--- config.mk ---
export PLATFORM = sky130hd
export DESIGN_NAME = dma_copy_engine_flat
export DESIGN_NICKNAME = d
export VERILOG_FILES = /design/src/rtl/dma_copy_engine_pkg.sv /design/src/rtl/dma_copy_engine_if.sv /design/src/rtl/dma_copy_engine.sv /design/src/flat_wrapper.sv
export SDC_FILE = /design/constraint.sdc
export NUM_CORES = 1
export LEC_CHECK = 0
export ABC_AREA = 1
export CAP_MARGIN = 20
export CORE_ASPECT_RATIO = 1.5
export CORE_MARGIN = 2
export CORE_UTILIZATION = 30
export CTS_BUF_LIST = sky130_fd_sc_hd__clkbuf_16
export DETAILED_ROUTE_END_ITERATION = 8
export PLACE_DENSITY_LB_ADDON = 0.08
export SLEW_MARGIN = 25
export SYNTH_ARGS = -nofsm -noshare
export SYNTH_HDL_FRONTEND = slang
export SYNTH_SLANG_ARGS = --single-unit
--- constraint.sdc ---
create_clock -name clk -period 2.1 [get_ports clk]
set_clock_uncertainty 0.15 [all_clocks]
set_input_delay 0.42 -clock clk [delete_from_list [all_inputs] [get_ports clk]]
set_output_delay 0.42 -clock clk [all_outputs]
set_load 0.05 [all_outputs]
--- src/rtl/dma_copy_engine_pkg.sv ---
// Shared definitions for the DMA copy engine and any controller that drives it.
// Contents:
//   state_t      - FSM state encoding (IDLE, READ, WRITE, DONE)
//   WORD_STRIDE  - byte increment between consecutive words
//   ALIGN_MASK   - value the low two address bits must hold for a word access
//   is_aligned() - helper that checks the low address bits against ALIGN_MASK
package dma_copy_engine_pkg;

    typedef enum logic [1:0] {
        ST_IDLE  = 2'd0,
        ST_READ  = 2'd1,
        ST_WRITE = 2'd2,
        ST_DONE  = 2'd3
    } state_t;

    localparam int         WORD_STRIDE = 4;
    localparam logic [1:0] ALIGN_MASK  = 2'b00;

    function automatic logic is_aligned(input logic [1:0] low_bits);
        return low_bits == ALIGN_MASK;
    endfunction

endpackage

--- src/rtl/dma_copy_engine_if.sv ---
// Memory bus between the DMA copy engine (master) and a word memory (slave).
// Signals:
//   o_Address_dw   - byte address driven by the master
//   o_WriteData_dw - write data driven by the master
//   o_MemRead      - read enable
//   o_MemWrite     - write enable
//   in_ReadData_dw - read data returned by the slave
//
// Bus protocol: there is no valid/ready stall. A read is a single cycle with
// o_MemRead high; the slave answers combinationally on in_ReadData_dw in that
// same cycle. A write is a single cycle with o_MemWrite high; the slave commits
// o_WriteData_dw at o_Address_dw on the next rising edge. The two enables are
// never high together, and address and write data are held at zero whenever
// both enables are low.
interface dma_copy_engine_if #(
    parameter int DATA_WIDTH = 32
);
    logic [DATA_WIDTH-1:0] o_Address_dw;
    logic [DATA_WIDTH-1:0] o_WriteData_dw;
    logic                  o_MemRead;
    logic                  o_MemWrite;
    logic [DATA_WIDTH-1:0] in_ReadData_dw;

    modport master (
        output o_Address_dw,
        output o_WriteData_dw,
        output o_MemRead,
        output o_MemWrite,
        input  in_ReadData_dw
    );

    modport slave (
        input  o_Address_dw,
        input  o_WriteData_dw,
        input  o_MemRead,
        input  o_MemWrite,
        output in_ReadData_dw
    );
endinterface

--- src/rtl/dma_copy_engine.sv ---
// Word-by-word memory-to-memory copy engine. Each word takes one READ cycle
// followed by one WRITE cycle; a one-cycle DONE pulse ends every accepted
// request, including zero-length and misaligned ones.
// Ports:
//   clk, reset      - clock and synchronous active-high reset
//   in_Start        - start request, only looked at in IDLE
//   in_Abort        - stop after the current memory cycle
//   in_SrcAddr_dw   - source byte address (word aligned)
//   in_DstAddr_dw   - destination byte address (word aligned)
//   in_WordCount    - number of words to copy
//   mem             - memory bus (master side)
//   o_Busy          - high while in READ or WRITE
//   o_Done          - one-cycle completion pulse
//   o_Error         - misaligned request; held until the next accepted start
//   fsm_state       - current FSM state for observation
module dma_copy_engine
    import dma_copy_engine_pkg::*;
#(
    parameter int DATA_WIDTH   = 32,
    parameter int MEMORY_DEPTH = 256,
    parameter int COUNT_WIDTH  = 9
) (
    input  logic                   clk,
    input  logic                   reset,
    input  logic                   in_Start,
    input  logic                   in_Abort,
    input  logic [DATA_WIDTH-1:0]  in_SrcAddr_dw,
    input  logic [DATA_WIDTH-1:0]  in_DstAddr_dw,
    input  logic [COUNT_WIDTH-1:0] in_WordCount,
    dma_copy_engine_if.master      mem,
    output logic                   o_Busy,
    output logic                   o_Done,
    output logic                   o_Error,
    output state_t                 fsm_state
);

    // The count field has to be able to express a full-memory copy.
    if (COUNT_WIDTH < $clog2(MEMORY_DEPTH + 1)) begin : g_count_width_check
        $error("COUNT_WIDTH is too narrow to hold MEMORY_DEPTH");
    end

    localparam logic [DATA_WIDTH-1:0]  STRIDE    = DATA_WIDTH'(WORD_STRIDE);
    localparam logic [COUNT_WIDTH-1:0] COUNT_ONE = COUNT_WIDTH'(1);

    state_t                 state_q;
    state_t                 state_d;
    logic [DATA_WIDTH-1:0]  src_q;
    logic [DATA_WIDTH-1:0]  dst_q;
    logic [DATA_WIDTH-1:0]  data_q;
    logic [COUNT_WIDTH-1:0] count_q;
    logic                   error_q;
    logic                   accept;
    logic                   start_bad;

    assign accept    = (state_q == ST_IDLE) && in_Start;
    assign start_bad = !is_aligned(in_SrcAddr_dw[1:0]) || !is_aligned(in_DstAddr_dw[1:0]);

    // State register
    always_ff @(posedge clk) begin
        if (reset) begin
            state_q <= ST_IDLE;
        end else begin
            state_q <= state_d;
        end
    end

    // Next-state logic
    always_comb begin
        state_d = state_q;
        case (state_q)
            ST_IDLE: begin
                if (in_Start) begin
                    // Zero-length and misaligned requests skip straight to the
                    // completion pulse without touching memory.
                    if (start_bad || (in_WordCount == '0)) begin
                        state_d = ST_DONE;
                    end else begin
                        state_d = ST_READ;
                    end
                end
            end
            // An abort during READ drops the fetched word; the read itself
            // has no side effect on memory.
            ST_READ:  state_d = in_Abort ? ST_DONE : ST_WRITE;
            // count_q still holds the pre-decrement value here, so 1 means
            // this write is the last one.
            ST_WRITE: state_d = ((count_q == COUNT_ONE) || in_Abort) ? ST_DONE : ST_READ;
            ST_DONE:  state_d = ST_IDLE;
            default:  state_d = ST_IDLE;
        endcase
    end

    // Operand, count, data and error registers
    always_ff @(posedge clk) begin
        if (reset) begin
            src_q   <= '0;
            dst_q   <= '0;
            data_q  <= '0;
            count_q <= '0;
            error_q <= 1'b0;
        end else begin
            if (accept) begin
                src_q   <= in_SrcAddr_dw;
                dst_q   <= in_DstAddr_dw;
                count_q <= in_WordCount;
                error_q <= start_bad;
            end
            if (state_q == ST_READ) begin
                data_q <= mem.in_ReadData_dw;
            end
            // Addresses wrap modulo 2^DATA_WIDTH by plain overflow.
            if (state_q == ST_WRITE) begin
                src_q   <= src_q + STRIDE;
                dst_q   <= dst_q + STRIDE;
                count_q <= count_q - COUNT_ONE;
            end
        end
    end

    // Output decode
    always_comb begin
        mem.o_Address_dw   = '0;
        mem.o_WriteData_dw = '0;
        mem.o_MemRead      = 1'b0;
        mem.o_MemWrite     = 1'b0;
        o_Busy             = 1'b0;
        o_Done             = 1'b0;
        case (state_q)
            ST_READ: begin
                mem.o_MemRead    = 1'b1;
                mem.o_Address_dw = src_q;
                o_Busy           = 1'b1;
            end
            ST_WRITE: begin
                mem.o_MemWrite     = 1'b1;
                mem.o_Address_dw   = dst_q;
                mem.o_WriteData_dw = data_q;
                o_Busy             = 1'b1;
            end
            ST_DONE: begin
                o_Done = 1'b1;
            end
            default: begin
            end
        endcase
    end

    assign o_Error   = error_q;
    assign fsm_state = state_q;

endmodule
--- src/flat_wrapper.sv ---
// flat-port wrapper written by rule: the top's interface ports become plain ports
module dma_copy_engine_flat import dma_copy_engine_pkg::*;
#(
    parameter int DATA_WIDTH   = 32,
    parameter int MEMORY_DEPTH = 256,
    parameter int COUNT_WIDTH  = 9
)
  (clk, reset, in_Start, in_Abort, in_SrcAddr_dw, in_DstAddr_dw, in_WordCount, o_Busy, o_Done, o_Error, fsm_state, mem_o_Address_dw, mem_o_WriteData_dw, mem_o_MemRead, mem_o_MemWrite, mem_in_ReadData_dw);
  dma_copy_engine_if #(.DATA_WIDTH(DATA_WIDTH)) mem_i ();
  input  logic clk;
  input  logic reset;
  input  logic in_Start;
  input  logic in_Abort;
  input  logic [DATA_WIDTH-1:0] in_SrcAddr_dw;
  input  logic [DATA_WIDTH-1:0] in_DstAddr_dw;
  input  logic [COUNT_WIDTH-1:0] in_WordCount;
  output logic o_Busy;
  output logic o_Done;
  output logic o_Error;
  output state_t fsm_state;
  output wire logic [$bits(mem_i.o_Address_dw)-1:0] mem_o_Address_dw;
  output wire logic [$bits(mem_i.o_WriteData_dw)-1:0] mem_o_WriteData_dw;
  output wire logic [$bits(mem_i.o_MemRead)-1:0] mem_o_MemRead;
  output wire logic [$bits(mem_i.o_MemWrite)-1:0] mem_o_MemWrite;
  input wire logic [$bits(mem_i.in_ReadData_dw)-1:0] mem_in_ReadData_dw;
  assign mem_o_Address_dw = mem_i.o_Address_dw;
  assign mem_o_WriteData_dw = mem_i.o_WriteData_dw;
  assign mem_o_MemRead = mem_i.o_MemRead;
  assign mem_o_MemWrite = mem_i.o_MemWrite;
  assign mem_i.in_ReadData_dw = mem_in_ReadData_dw;
  dma_copy_engine #(.DATA_WIDTH(DATA_WIDTH), .MEMORY_DEPTH(MEMORY_DEPTH), .COUNT_WIDTH(COUNT_WIDTH)) u_core (.clk(clk), .reset(reset), .in_Start(in_Start), .in_Abort(in_Abort), .in_SrcAddr_dw(in_SrcAddr_dw), .in_DstAddr_dw(in_DstAddr_dw), .in_WordCount(in_WordCount), .mem(mem_i), .o_Busy(o_Busy), .o_Done(o_Done), .o_Error(o_Error), .fsm_state(fsm_state));
endmodule
==> out/metrics.yaml <==
status: "complete, but fails checks"
violations: "negative setup slack"
clkSinkCount: 108
switching_share_pct: 46.2
path_max_fanout: 6
grt_pass1_vias: 8065
ys_seq_area_share_pct: 30.7
timing.fmax_ghz: 0.439
p_leak_nw: 4.95
synth-edff-count: 0
synthTopCellsByArea: "dfxtp_1, nand2_1, nor2_1, inv_1, o21ai_0"
yosys_register_bits: 108
coreArea_um2: 23100
drive_gt1_share_pct: 24.2
yosys.area.top_type: "dfxtp_1"
startpoint_type: "flip-flop"
finalNetCount: 1522
final-seq-area_um2: 2170
clk_pin_slew_worst_paths_ns: 0.08
ys_dominant_reg_cell: "dfxtp_1"
total_power_mw: 12.6
syn_area_per_cell_um2: 5.86
switching_power_mw: 5.84
min_period_ns: 2.28
relSlewSlack_pct: 61.9
ant_nets: 0
min_from: "u_core.count_q[1]"
synth_cell_types: 38
routabilityCongestion: 0.893
combinationalPowerShare_pct: 60.6
avgRoutedWirePerCell_um: 15.8
area_growth_pct: 67.7
routed_wl_um: 27200
rr_startpoint: "u_core.fsm_state[0]"
p_int_mw: 6.79
layout_setup_ws_ns: -0.180
grt_pass1_wl_um: 42500
dieWidth_um: 129
first_pass_iters: 6
async_flop_share_pct: 0
crit_type: "reg2out"
rows: 68
yosysTopAreaCellShare_pct: 30.7
synthCells: 1199
drtIter0Drc: 398
clockRootBuffer: "clkbuf_16"
clk_latency_ns: 0.36
finalSetupTns_ns: -7.49
rsz0062_at_grt: "yes"
power.density_nw_per_um2: 1070
p_clk_share_pct: 12.7
fill_cells: 2254
drv_slew: 0
cts.path.max_buffers: 2
start_util_pct: 30.5
cap_violations: 0
cts_buffers: 9
via_count: 8226
antenna_found_initial: 0
gr-total-overflow: 0
crit_path_end_kind: "primary output"
ios: 180
die_h_um: 192
arrival_ns: 1.71
ys_top_cells_by_count: "nand2_1, nor2_1, inv_1"
crit_start: "u_core.fsm_state[0]"
cp_data_required_time_ns: 1.53
ir_drop_mv: 0.524
fin_crit_sh_pct: 109
drc: 0
tightest_slew_ns: 0.572
p_seq_share_pct: 26.7
min_path_type: "reg2reg"
grt_usage_pct: 22.0
diodes: 0
cts_hold_buffers: 0
hpwl_um: 19800
syn-cell-area_um2: 7030
port_buffers: 179
post_drt_via_cell_ratio: 4.77
yosysWarnings: 0
finalSetupViolCount: 64
die_area_um2: 24700
synth_most_common_cell: "nand2_1"
syn-num-nets: 1317
htreeDepth: 3
grt_max_degree: 64
multi_input_area_um2: 4860
cts_tree: "yes"
hold_viol: 0
[cells in the final DEF, fill, tap and decap left out, types with 37 or more instances in the layout]
cell type and n:
buf_4 37, dfxtp_1 106, o21ai_0 85, a21oi_1 39
clkdlybuf4s50_1 107, nand2_1 279, nand2_2 49, inv_1 128
nand3_1 57, buf_12 82, nand2_4 45, nor2_1 173
[metrics by stage]
stage | cells | utilization [%] | area (µm²) | hold WS, ns | worst slack (ns)
final | 1723 | 51.2 | 11800 | 0.354 | -0.180
after global routing | 1723 | 51.2 | 11800 | 0.380 | -0.236
after CTS | 1719 | 50.2 | 11600 | 0.355 | -0.200
after detailed placement | 1679 | 46.1 | 10600 | 0.339 | -0.0206
after global placement | 1679 | 46.1 | 10600 | 0.323 | 0.0295
after floorplan | 1199 | - | 7740 | 0.313 | -0.0982
[sequential cells by signal (all words and copies together) (netlist names)]
signal and cells:
u_core.count_q 9, u_core.data_q 32, u_core.dst_q 32, u_core.fsm_state 2
u_core.o_Error 1, u_core.src_q 32
[layout make-up]
type                            instances  share of cell area (%)
Timing Repair Buffer                  248                    28.6
Sequential cell                       108                    18.4
Inverter                              163                    6.29
Multi-Input combinational cell        874                    41.2
Clock buffer                            9                    1.91
Tap cell                              315                    3.34
Clock inverter                          6                   0.244
[critical path, stage by stage, from the launching register on]
cell and delay [ns]:
dfxtp_4 0.36, inv_4 0.07, ha_4 0.19, buf_12 0.14
buf_12 0.13, nand2_2 0.07, a21oi_4 0.21, buf_12 0.16
[repair_timing]
action | in CTS | in global routing
cloned | 7 | 4
resized for setup | 109 | 43
endpoints found under the setup margin | 66 | 67
setup buffers | 19 | 3
pin swaps | 31 | 22
[logic make-up after synthesis]
| kind of cell | after synthesis | share of synthesized area [%] |
|---|---|---|
| buffers and inverters | 217 | 12.3 |
| and+or+nand+nor | 653 | 38.4 |
| DFF | 108 | 30.7 |
| adders and majority gates | 9 | 1.60 |
| AOI/OAI and AO/OA | 202 | 15.7 |
| xor gates and xnor gates | 10 | 1.25 |
[metal layers]
layer	track usage (%)	vias up	routed length [µm]
met5	0	-	0
met4	6.52	0	543
met3	3.08	32	1160
met2	41.2	239	14200
met1	25.6	3764	11300
li1	-	4191	-
[power by group through the flow]
| stage | Clock (mW) | Combinational (mW) | Sequential [mW] |
|---|---|---|---|
| floorplan | 0 | 4.06 | 3.17 |
| global placement | 0 | 6.17 | 3.29 |
| detailed placement | 0 | 6.20 | 3.30 |
| CTS | 1.65 | 7.45 | 3.32 |
| global route | 1.72 | 8.25 | 3.44 |
| finish | 1.61 | 7.65 | 3.37 |
[path summary, 6_finish.rpt]
path                                            end  slack, ns  depth (start not counted)
worst min-delay path              u_core.count_q[1]       0.35                          2
worst min register to register    u_core.count_q[1]       0.35                          2
worst max-delay path            mem_o_Address_dw[5]      -0.18                          7
worst max register to register      u_core.dst_q[7]       0.18                         11
Note: power is estimated with default switching activity, not from simulation.
